`src/rtl/trasmision_pkg.sv`:
```
// Shared definitions for the 11-bit serial frame transmitter.
package trasmision_pkg;

    // Bits per serial frame: start bit, nine payload/parity bits, stop bit.
    localparam int FRAME_BITS = 11;

    // Bit counter spans 0..FRAME_BITS-1.
    localparam int BIT_CNT_W = $clog2(FRAME_BITS);

    // Baud counter spans 0..CLKS_PER_BIT-1 with CLKS_PER_BIT up to 65535.
    localparam int BAUD_CNT_W = 16;

    // Transmitter sequencing states.
    typedef enum logic [1:0] {
        IDLE  = 2'd0,
        SHIFT = 2'd1,
        DONE  = 2'd2
    } state_t;

    // A transfer is requested only when qualified and in the write direction.
    function automatic logic is_write_request(input logic enable, input logic rw);
        return enable & rw;
    endfunction

endpackage

```
`src/rtl/trasmision_baud_gen.sv`:
```
// Bit-period timer: pulses bit_tick_o on the last cycle of every bit period
// while the transmitter is shifting, and restarts from zero on each frame start.
module trasmision_baud_gen
    import trasmision_pkg::*;
#(
    parameter int CLKS_PER_BIT = 1
) (
    input  logic clk,
    input  logic rst,
    input  logic en_i,
    input  logic restart_i,
    output logic bit_tick_o
);

    localparam logic [BAUD_CNT_W-1:0] LAST_CNT = BAUD_CNT_W'(CLKS_PER_BIT - 1);

    logic [BAUD_CNT_W-1:0] cnt_q;
    logic [BAUD_CNT_W-1:0] cnt_d;

    // Next count: held at zero when idle or restarting, wraps at the end of a bit.
    always_comb begin
        cnt_d = cnt_q;
        if (restart_i || !en_i) begin
            cnt_d = '0;
        end else if (cnt_q == LAST_CNT) begin
            cnt_d = '0;
        end else begin
            cnt_d = cnt_q + 1'b1;
        end
    end

    // Count register.
    always_ff @(posedge clk or posedge rst) begin
        if (rst) begin
            cnt_q <= '0;
        end else begin
            cnt_q <= cnt_d;
        end
    end

    // The tick marks the final cycle of the current bit; it only reaches the
    // FSM, the block outputs stay purely registered.
    assign bit_tick_o = en_i && !restart_i && (cnt_q == LAST_CNT);

endmodule

```
`src/rtl/trasmision.sv`:
```
// Serial frame transmitter: accepts a pre-assembled 11-bit frame and shifts it
// out LSB first on Tx, each bit held CLKS_PER_BIT cycles, followed by a
// single-cycle done pulse. Tx, busy and done all come straight from flops.
module trasmision #(
    parameter int CLKS_PER_BIT = 1,
    parameter int FRAME_BITS   = 11
) (
    input  logic                  clk,
    input  logic                  rst,
    input  logic [FRAME_BITS-1:0] din,
    input  logic                  enable,
    input  logic                  RW,
    output logic                  Tx,
    output logic                  done,
    output logic                  busy
);

    import trasmision_pkg::*;

    localparam logic [BIT_CNT_W-1:0] LAST_BIT = BIT_CNT_W'(FRAME_BITS - 1);

    state_t                 state_q;
    logic [FRAME_BITS-1:0]  shreg_q;     // bits still to be sent, next one in [0]
    logic [BIT_CNT_W-1:0]   bit_cnt_q;   // index of the bit currently on Tx
    logic                   tx_q;
    logic                   busy_q;
    logic                   done_q;

    logic                   accept;
    logic                   shifting;
    logic                   bit_tick;

    // Requests are only looked at in IDLE; DONE and SHIFT ignore them.
    assign accept   = (state_q == IDLE) && is_write_request(enable, RW);
    assign shifting = (state_q == SHIFT);

    trasmision_baud_gen #(
        .CLKS_PER_BIT (CLKS_PER_BIT)
    ) u_baud_gen (
        .clk        (clk),
        .rst        (rst),
        .en_i       (shifting),
        .restart_i  (accept),
        .bit_tick_o (bit_tick)
    );

    // Frame sequencer with registered line, busy and done outputs.
    always_ff @(posedge clk or posedge rst) begin
        if (rst) begin
            state_q   <= IDLE;
            shreg_q   <= '0;
            bit_cnt_q <= '0;
            tx_q      <= 1'b1;
            busy_q    <= 1'b0;
            done_q    <= 1'b0;
        end else begin
            done_q <= 1'b0;
            unique case (state_q)
                IDLE: begin
                    tx_q   <= 1'b1;
                    busy_q <= 1'b0;
                    if (accept) begin
                        // Bit 0 goes straight onto the line; the rest wait in
                        // the shift register with zeros filling from the top.
                        tx_q      <= din[0];
                        shreg_q   <= {1'b0, din[FRAME_BITS-1:1]};
                        bit_cnt_q <= '0;
                        busy_q    <= 1'b1;
                        state_q   <= SHIFT;
                    end
                end
                SHIFT: begin
                    if (bit_tick) begin
                        if (bit_cnt_q == LAST_BIT) begin
                            tx_q      <= 1'b1;
                            busy_q    <= 1'b0;
                            done_q    <= 1'b1;
                            bit_cnt_q <= '0;
                            state_q   <= DONE;
                        end else begin
                            tx_q      <= shreg_q[0];
                            shreg_q   <= {1'b0, shreg_q[FRAME_BITS-1:1]};
                            bit_cnt_q <= bit_cnt_q + 1'b1;
                        end
                    end
                end
                DONE: begin
                    // One-cycle stop state; always returns to IDLE so a held
                    // request starts the next frame one cycle later.
                    tx_q    <= 1'b1;
                    busy_q  <= 1'b0;
                    shreg_q <= '0;
                    state_q <= IDLE;
                end
                default: begin
                    tx_q      <= 1'b1;
                    busy_q    <= 1'b0;
                    shreg_q   <= '0;
                    bit_cnt_q <= '0;
                    state_q   <= IDLE;
                end
            endcase
        end
    end

    assign Tx   = tx_q;
    assign busy = busy_q;
    assign done = done_q;

endmodule

```
`config.mk`:
```
export PLATFORM = sky130hd
export DESIGN_NAME = trasmision
export DESIGN_NICKNAME = d
export VERILOG_FILES = /design/src/rtl/trasmision_pkg.sv /design/src/rtl/trasmision_baud_gen.sv /design/src/rtl/trasmision.sv
export SDC_FILE = /design/constraint.sdc
export NUM_CORES = 1
export LEC_CHECK = 0
export BUFFER_PORTS_ARGS = -buffer_cell sky130_fd_sc_hd__buf_2
export CORE_MARGIN = 10
export CORE_UTILIZATION = 52
export DETAILED_ROUTE_END_ITERATION = 6
export GPL_ROUTABILITY_DRIVEN = 0
export PLACE_DENSITY = 0.74
export SYNTH_ARGS = -nofsm -noshare
export SYNTH_HDL_FRONTEND = slang
export SYNTH_SLANG_ARGS = --single-unit
```
`constraint.sdc`:
```
create_clock -name clk -period 2 [get_ports clk]
set_clock_uncertainty 0.2 [all_clocks]
set_input_delay 0 -clock clk [delete_from_list [all_inputs] [get_ports clk]]
set_output_delay 0 -clock clk [all_outputs]
set_load 0.1 [all_outputs]
```
Yosys cells after proc, flatten, opt, wreduce, memory -nomap -nowiden
Index checks and enable logic that the tools add are counted.
- $add $sub $neg: 2
- equal/unequal tests: 7
- muxes and demuxes: 25
- bitwise operators: 2
- reductions and logical operators: 12
- operators with widths (cell ; number):
    11-bit two-way mux ; 3
    16-bit two-way mux ; 2
    11-bit case mux with 2 select lines ; 1
    16-bit by 1-bit adder with 16-bit output, second input constant ; 1
    16-bit logical NOT ; 1
    4-bit two-way mux ; 3
    4-bit case mux with 3 select lines ; 1
    1-bit two-way mux ; 9
    3-bit AND reduction ; 3
    2-bit two-way mux ; 3
    2-bit != test, second input constant ; 3
    4-bit by 1-bit adder with 4-bit output, second input constant ; 1
    4-bit equality test, second input constant ; 1
    1-bit case mux with 2 select lines ; 2
    2-bit case mux with 2 select lines ; 1
    1-bit logical AND ; 3
    2-bit by 1-bit equality test with 1-bit output, second input constant ; 1
    2-bit equality test, second input constant ; 1
    1-bit logical NOT ; 2
    2-bit logical NOT ; 1
    2-bit by 1-bit != test with 1-bit output, second input constant ; 1
    2-bit AND reduction ; 1
    1-bit bitwise AND ; 1
    1-bit logical OR ; 1
    1-bit inverter ; 1
- register bits after elaboration: 36
- input port bits: 15
- output and inout bits: 3
- logic and storage cells: 55

Longest topological paths before layout
Gate-level depths: netlist of run 1.
- depth in word-level cells: 7
- mapped depth: 8
- gate-level depth less buffers: 6

Modules after synthesis
Synthesis of run 1 repeated with hierarchy kept, for this count alone.
- cell total of the unflattened synthesis: 174
- area, all modules: 1841.8 um2
- modules (own cells, without submodules) (module ; instances ; cells each ; area an instance (um2) ; seq. area each (um2)):
    trasmision ; 1 ; 86 ; 1009.7 ; 476.7
    trasmision_baud_gen ; 1 ; 88 ; 832.0 ; 400.4

Worst setup path after synthesis of run 1
OpenSTA, ideal clock, no wires.
- kind: flip-flop to flip-flop
- start: register u_baud_gen.cnt_q[0]
- end: register tx_q (netlist: Tx)
- library setup time: 0.082 ns
- data arrival time: 1.587 ns
- required time: 1.718 ns
- path slack: 0.131 ns
- stages on the path, launching flop included: 7
- buffers on the path: 0
- period minus slack after synthesis: 1.869 ns
- cells stage by stage: dfrtp_1 -> inv_1 -> ha_1 -> nor3b_1 -> nand4_2 -> nand2_1 -> mux2_2
- cells in the longest elaborated chain, start to end: 3
- RTL lines (what ; line ; text):
    from (decl) ; trasmision_baud_gen.sv:17 ; logic [BAUD_CNT_W-1:0] cnt_q;
    from (signal assigned) ; trasmision_baud_gen.sv:37 ; cnt_q <= cnt_d;
    16-bit logical NOT ; trasmision_baud_gen.sv:43 ; assign bit_tick_o = en_i && !restart_i && (cnt_q == LAST_CNT);
    1-bit logical AND ; trasmision_baud_gen.sv:43 ;
    2-bit != test (no source line) ; n/a ;
    to (signal assigned) ; trasmision.sv:65 ; tx_q <= din[0];
    to (signal assigned) ; trasmision.sv:81 ; tx_q <= shreg_q[0];
    to (decl) ; trasmision.sv:25 ; logic tx_q;
Every way passes these cells.
A chain may end at the register's enable or synchronous reset.

Worst setup path after layout of run 1
- start: register state_q[0]
- end: register tx_q (netlist: Tx)
- cells in the longest elaborated chain, start to end: 6
- elaborated cells between the ends (all ways): 9
- classes of those cells: 2 x eq/ne; 2 x mux; 5 x reduce/logical
- RTL lines (what ; line ; text):
    from (decl) ; trasmision.sv:22 ; state_t state_q;
    from (signal assigned) ; trasmision.sv:50 ; state_q <= IDLE;
    from (signal assigned) ; trasmision.sv:69 ; state_q <= SHIFT;
    from (signal assigned) ; trasmision.sv:79 ; state_q <= DONE;
    2-bit logical NOT ; trasmision.sv:34, trasmision.sv:58 ;
    1-bit logical AND ; trasmision.sv:34 ; assign accept = (state_q == IDLE) && is_write_request(enable, RW);
    1-bit logical NOT ; trasmision_baud_gen.sv:43 ;
    1-bit logical AND (2 in a row) ; trasmision_baud_gen.sv:43 ;
    2-bit != test (no source line) ; n/a ;
Parallel ways exist; a longest one is shown, timed or not.

==> impl_results.md, run 1 <==
* Fill count at around 270
* Clock Pin Slew Worst Setup and Hold Paths at about 0.12 ns
* Finish-stage setup viols at 0
* Total grt overflow at 0
* N_diodes at 0
* Die X-Extent at around 80 um
* Mapped Nets at between 200 and 250
* Mean Syn Cell Area at around 9.4 um2
* First-pass GRT wire length at approximately 7.6 mm
* Worst skew pair latency at about 0.35 ns
* Startpoint class of the critical path: register
* Initial core utilization at a little under three fifths
* Max_cap viols at 0
* CTS tree: done
* Status: complete, no violations
* DP Area at between 2000 and 2500 um2
* Largest area contributor in the netlist: dfrtp_1
* Maximum VDD drop at 0.803 mV
* Critical path peak fanout at 10
* DRT iter0 DRCs at approximately 110
* Share of layout cells above drive strength 1 at roughly a fifth
* R2r worst-path depth at 4
* Pre-CTS WS at around 0.036 ns
* Vias at 1628
* Number of flops mapped to enable cells by yosys at 0
* Antenna Violating Nets Remaining at 0
* Pre-antenna DRT Iters at 4
* Class of the most critical setup path: reg2reg
* Synthesis-to-layout area growth at 24.9%
* Area occupied by multi-input gates at around 940 um2
* Top cells by area in the synthesized netlist: dfrtp_1 (45%), a22o_1 (4.2%), nand2_1 (4.0%), inv_1 (3.6%), nand3_1 (3.5%)
* PwrDens at 916 nW/um2
* Warnings from Yosys at 0
* Unrepaired setup endpoints after global routing: false
* Design Power at 2150 uW
* LEAKAGE at between 0.001 and 0.0015 uW
* # clock sinks at 35
* Hold WC Path Type: in2async
* Worst R2R Start: state_q[0]
* Commonest cells after routing, fill and taps aside: dfrtp_1 (31), nand2_1 (20), inv_1 (18)
* Non-Filler Instances at a little under 300
* Largest net degree at the start of global routing at 36
* Register area share after synthesis at roughly 47%
* Post-Syn Instances at approximately 200
* Vias in the first global route at about 1700
* Die Y-Extent at ~80 um
* Setup TNS at 0 ns
* Reg2Reg Setup Slack at between 0.06 and 0.07 ns
* Most common cell after layout, fill and taps aside: dfrtp_1
* Req. time, crit path at 2.10 ns
* Worst EP arrival at roughly 2.0 ns
* Endpoints failing hold at 0
* Initial antenna violation count at 0
* DRC at 0
* F_max at ~0.52 GHz
* Final period utilization at ~97%
* Row cnt at 21
* CTS Buf Count at 5
* Layout Nets at ~260
* Vias per cell at between 5 and 6
* Dpl hpwl at around 3 mm
* Synth unique cells at 43
* IO Port Bufs at 17
* Die area at 6430 um2
* Slew HR at 67.6%
* CP startpoint: state_q[0]
* Cells after DPL at 267
* Synth top area share at 45.2%
* Endpoint kind of the worst setup timing path: register
* Core ar. at ~3400 um2
* Slew @ Worst Pin at roughly 0.5 ns
* Post-synth ARST share at 100%
* Primary FF master, synth: dfrtp_1
* Fin worst setup slack at roughly 0.067 ns
* Max clock buf depth at 2
* Htree depth at 2
* Synth Register Bits at 35
* FF/Latch Area at ~900 um2
* Wire per inst at 15.3 um
* Final Routed Wirelength at roughly 4.5 mm
* Synthesized area at approximately 1900 um2
* Ports at 18
* Max Slew Vio Count at 0
* Final worst path period need at 1.93 ns
* Tot GR Track Use at roughly 15%
* Design Area, Final at 2350 um2
* Root buffer cell: clkbuf_4
[final cells by class]
type,count,share of cell area (%)
Clock buffer,6,2.18
Clock inverter,2,0.691
Inverter,18,2.87
Multi-Input combinational cell,138,39.8
Sequential cell,35,37.4
Tap cell,46,2.45
Timing Repair Buffer,46,14.6
[metrics by stage]
step | hold WS [ns] | utilization, %
after floorplan | -0.0464 | -
after global placement | -0.0889 | 60.7
after detailed placement | -0.0779 | 60.7
after CTS | 0.0681 | 67.4
after global routing | 0.109 | 68.9
final | 0.0657 | 68.9
[cells by family (layout without fill, tap and decap cells)]
family | Yosys count | in the layout | synth area share (%)
and+or+nand+nor | 81 | 81 | 23.5
AOI/OAI and AO/OA | 40 | 40 | 14.7
muxes | 2 | 2 | 1.13
adders and majority gates | 4 | 4 | 2.66
DFF | 35 | 35 | 46.5
buffers and inverters | 28 | 72 | 6.31
xor gates and xnor gates | 11 | 11 | 5.11
[metal layers]
layer	global-route usage, %	vias up	wire (um)
met5	0	-	0
met2	25.4	43	2350
met1	16.9	782	1840
li1	-	796	-
met4	4.23	0	57
met3	4.90	7	210
[flip-flops by register name, summed over array words and instances, names as in the netlist]
name and cells:
u_baud_gen.cnt_q 16, shreg_q 10, bit_cnt_q 4, state_q 2, Tx 1, busy 1
done 1
[synth_stat cells (all sizes together) (2+ instances only)]
cell type  instances
buf                7
a21o               2
and2               2
o31ai              2
o21ai              4
nand2             20
nor3b              2
o211ai             2
a21oi              8
a22o               9
nand3             13
nor4               4
and4               3
or4                3
nand4              5
nor2              14
nor3               5
clkbuf             3
nor2b              2
xor2               7
ha                 4
o22ai              9
and3               4
xnor2              4
inv               18
dfrtp             34
[where the power goes]
part           internal (uW)  leakage, uW  switching, uW  total (uW)
Sequential               850     0.000462            105         955
Clock                    173    0.0000345            253         426
Combinational            311     0.000577            463         774
[worst max-delay path, stage by stage (launching register included)]
cell and delay [ns]:
dfrtp_2 0.49, nor3_1 0.25, dlygate4sd3_1 0.59, o21ai_0 0.07
mux2_2 0.27
[what timing repair did]
item / 4_1_cts / 5_1_grt
endpoints found under the setup margin: 0 / 13
gates resized for setup: 0 / 11
buffers inserted: 0 / 0
hold endpoints to repair: 50 / 0
hold buffers: 16 / 0
[worst paths after layout]
check                                       to
max in group asynchronous  u_baud_gen.cnt_q[7]
max                                         Tx
min                        u_baud_gen.cnt_q[9]
max reg2reg                                 Tx
min in group clk                    shreg_q[0]
min reg2reg                         shreg_q[0]
Note: power is estimated with default switching activity, not from simulation.
==> run 2: changes to the inputs <==
--- a/config.mk
+++ b/config.mk
@@ -5,12 +5,13 @@
 export SDC_FILE = /design/constraint.sdc
 export NUM_CORES = 1
 export LEC_CHECK = 0
+export ABC_AREA = 1
 export BUFFER_PORTS_ARGS = -buffer_cell sky130_fd_sc_hd__buf_2
 export CORE_MARGIN = 10
-export CORE_UTILIZATION = 52
+export CORE_UTILIZATION = 53
 export DETAILED_ROUTE_END_ITERATION = 6
 export GPL_ROUTABILITY_DRIVEN = 0
-export PLACE_DENSITY = 0.74
+export PLACE_DENSITY = 0.75
 export SYNTH_ARGS = -nofsm -noshare
 export SYNTH_HDL_FRONTEND = slang
 export SYNTH_SLANG_ARGS = --single-unit
==> run 2 against run 1 <==
- worst setup slack gained 0.10 ns
- critical path type unchanged
- register-to-register slack gained 0.10 ns
- wire length shrank 5.2%
==> impl_results.md, run 2 <==
* Status: complete, no violations (unchanged)
* Commonest cells after routing, fill and taps aside: nand2_1 (85), nor2_1 (42), dfrtp_1 (34) (was dfrtp_1 (31), nand2_1 (20), inv_1 (18))
* Endpoint kind of the worst setup timing path: register (unchanged)
* Final worst path period need at 1.83 ns (was 1.93 ns)
* Largest area contributor in the netlist: dfrtp_1 (unchanged)
* DRT iter0 DRCs at 153 (was 107)
* Slew HR at 67.7% (was 67.6%)
* Number of flops mapped to enable cells by yosys at 0 (unchanged)
* Worst EP arrival at 1.80 ns (was 2.03 ns)
* N_diodes at 0 (unchanged)
* Largest Register: u_baud_gen.cnt_q (unchanged)
* Finish-stage setup viols at 0 (unchanged)
* Final Routed Wirelength at 4.23 mm (was 4.46 mm)
* Sw Share at 38.8% (was 38.1%)
* Largest net degree at the start of global routing at 26 (was 36)
* Most common cell after layout, fill and taps aside: nand2_1 (was dfrtp_1)
* DRC at 0 (unchanged)
* Register area share after synthesis at 44.9% (was 46.5%)
* Die X-Extent at 80.7 um (was 80.2 um)
* Hold WC Path Type: in2async (unchanged)
* Htree depth at 2 (unchanged)
* Total grt overflow at 0 (unchanged)
* Class of the most critical setup path: reg2reg (unchanged)
* Met3 wirelength from detailed routing at 152 um (was 210 um)
* Int Power at 1480 uW (was 1330 uW)
* Pre-antenna DRT Iters at 4 (unchanged)
* LEAKAGE at 0.00119 uW (was 0.00107 uW)
* Root buffer cell: clkbuf_8 (was clkbuf_4)
* CTS Buf Count at 5 (unchanged)
* Core ar. at 3610 um2 (was 3420 um2)
* Most instantiated library cell after synthesis: nand2_1 (was dfrtp_1)
* Dpl hpwl at 2.98 mm (was 2.96 mm)
* Vias per cell at 5.05 (was 5.59)
* Antenna Violating Nets Remaining at 0 (unchanged)
* Vias at 1728 (was 1628)
* Setup TNS at 0 ns (unchanged)
* Req. time, crit path at 1.97 ns (was 2.10 ns)
* Maximum VDD drop at 1.08 mV (was 0.803 mV)
* Comb pwr share at 36.5% (was 35.9%)
* Top cells by area in the synthesized netlist: dfrtp_1 (44%), nand2_1 (16%), nor2_1 (8.1%), nand4_1 (4.5%), inv_1 (4.2%) (was dfrtp_1 (45%), a22o_1 (4.2%), nand2_1 (4.0%), inv_1 (3.6%), nand3_1 (3.5%))
* Wire per inst at 12.4 um (was 15.3 um)
* Top flop regs: u_baud_gen.cnt_q x16, shreg_q x10, bit_cnt_q x4 (unchanged)
* Tot GR Track Use at 14.8% (was 14.7%)
* Sequential Power Share at 40.4% (was 44.3%)
* Critical Path Most Common Cell: nand2_1
* Initial core utilization at 54.2% (was 55.2%)
* Metal2 WL at 2.04 mm (was 2.35 mm)
* PwrDens at 1040 nW/um2 (was 916 nW/um2)
* Post-Syn Instances at 257 (was 201)
* Max clock buf depth at 2 (unchanged)
* Max Slew Vio Count at 0 (unchanged)
* Max_cap viols at 0 (unchanged)
* Synthesis-to-layout area growth at 19.3% (was 24.9%)
* DR top layer: met4 (unchanged)
* Synth unique cells at 31 (was 43)
* Row cnt at 22 (was 21)
* Unrepaired setup endpoints after global routing: false (unchanged)
* CP max-delay cell: dfrtp_1 (was dlygate4sd3_1)
* Primary FF master, synth: dfrtp_1 (unchanged)
* Slew @ Worst Pin at 0.488 ns (was 0.489 ns)
* Synth top area share at 43.5% (was 45.2%)
* CTS resizes at 0 (unchanged)
* M1 wire length at 2.00 mm (was 1.84 mm)
* Post-synth ARST share at 100% (unchanged)
* Ports at 18 (unchanged)
* Final period utilization at 91.4% (was 96.6%)
* Fill count at 322 (was 274)
* Share of layout cells above drive strength 1 at 13.6% (was 21.2%)
* Largest register FFs at 16 (unchanged)
* Worst skew pair latency at 0.28 ns (was 0.35 ns)
* Vias in the first global route at 1700 (was 1677)
* Synthesized area at 1950 um2 (was 1880 um2)
* F_max at 0.547 GHz (was 0.517 GHz)
* IO Port Bufs at 17 (unchanged)
* Mapped Nets at 276 (was 220)
* Worst-path cell chain: inv_1 > ha_1 > nand2_1 > nor2_1 > nand2_2 > nand2_4 > nand3_4 > nand2_1 > nand2_1 (was nor3_1 > dlygate4sd3_1 > o21ai_0 > mux2_2)
* Warnings from Yosys at 0 (unchanged)
* # clock sinks at 35 (unchanged)
* Clock power frac at 23.1% (was 19.8%)
* Initial antenna violation count at 0 (unchanged)
* Clock Pin Slew Worst Setup and Hold Paths at 0.07 ns (was 0.12 ns)
* CTS tree: done (unchanged)
* Endpoints failing hold at 0 (unchanged)
* Layout Nets at 312 (was 263)
* Synth Register Bits at 35 (unchanged)
* Commonest cells post-synth: nand2_1 (85), nor2_1 (42), dfrtp_1 (34), inv_1 (22), nand4_1 (14) (was dfrtp_1 (34), nand2_1 (20), inv_1 (18), nor2_1 (14), nand3_1 (13))
* Mean Syn Cell Area at 7.60 um2 (was 9.37 um2)
* Startpoint class of the critical path: register (unchanged)
* Slowest cell delay on critical path at 0.43 ns (was 0.59 ns)
* Design Power at 2420 uW (was 2150 uW)
* Critical path peak fanout at 22 (was 10)
* Psw at 939 uW (was 821 uW)
* Die Y-Extent at 80.7 um (was 80.2 um)
* Final Util at 64.6% (was 68.9%)
* Die area at 6520 um2 (was 6430 um2)
* First-pass GRT wire length at 7.80 mm (was 7.60 mm)
* R2r worst-path depth at 9 (was 4)
## run 2: cell count changes after synthesis, sizes merged, moves of 4 or more
| cell | change |
|---|---|
| a22o | -9 |
| nand4 | +10 |
| and3 | -4 |
| nor2 | +29 |
| inv | +5 |
| o22ai | -9 |
| a21oi | -6 |
| nand2 | +68 |
## run 2: final cells by class
type | count | area (um2) | area share [%]
clock buffer | 8 | 100 | 4.29
inverter | 24 | 90.1 | 3.86
multi-input combinational | 193 | 943 | 40.5
sequential | 35 | 877 | 37.6
tap | 48 | 60.1 | 2.58
timing repair buffer | 34 | 260 | 11.2
## run 2: kinds of logic (layout without fill, tap and decap cells)
| logic type | Yosys count | after routing | synth area share (%) |
|---|---|---|---|
| AO/OA/AOI/OAI | 9 | 9 | 2.43 |
| XOR/XNOR | 6 | 6 | 2.69 |
| adder cells (fa/ha/maj) | 4 | 4 | 2.56 |
| buffers and inverters | 29 | 66 | 6.85 |
| flip-flops | 35 | 35 | 44.9 |
| AND/OR/NAND/NOR | 174 | 174 | 40.6 |
## run 2: repair_timing
item | in CTS | in global routing
hold buffers | 14 | 0
hold endpoints to repair | 48 | 0
buffers inserted | 0 | 0
endpoints found under the setup margin | 0 | 0
## run 2: path summary, 6_finish.rpt
check                                       end  slack (ns)                start
max                                  shreg_q[2]        0.17  u_baud_gen.cnt_q[0]
min                        u_baud_gen.cnt_q[13]        0.06                  rst
max reg2reg                          shreg_q[2]        0.17  u_baud_gen.cnt_q[0]
min reg2reg                                busy        0.27                 busy
max in group asynchronous   u_baud_gen.cnt_q[7]        1.06                  rst
min in group clk                   bit_cnt_q[1]        0.09               enable
## run 2: metrics by stage
stage	hold WS [ns]	area, um2	setup slack, ns	instances
floorplan	-0.0464	1950	0.448	257
global placement	-0.175	2090	0.251	320
detailed placement	-0.165	2090	0.173	320
CTS	0.0649	2330	0.176	342
global route	0.124	2330	0.0286	342
finish	0.0606	2330	0.172	342
## run 2: routing by layer
metal,vias up,GRT usage [%]
li1,889,-
met5,-,0
met2,36,23.6
met3,6,3.68
met4,0,5.36
met1,797,18.9
## run 2: power groups by stage
stage                     logic [uW]  clock network [uW]  registers, uW
after floorplan                  550                   0           1120
after global placement           849                   0            982
after detailed placement         868                   0            979
after CTS                        885                 577            972
after global routing             994                 602           1000
final                            883                 560            977
## run 2: critical path, delay by kind of cell, from the launching register on
kind,cells,cell delay [ns]
adder cells (fa/ha/maj),1,0.17
buffers and inverters,1,0.08
flip-flops,1,0.43
AND/OR/NAND/NOR,7,0.85
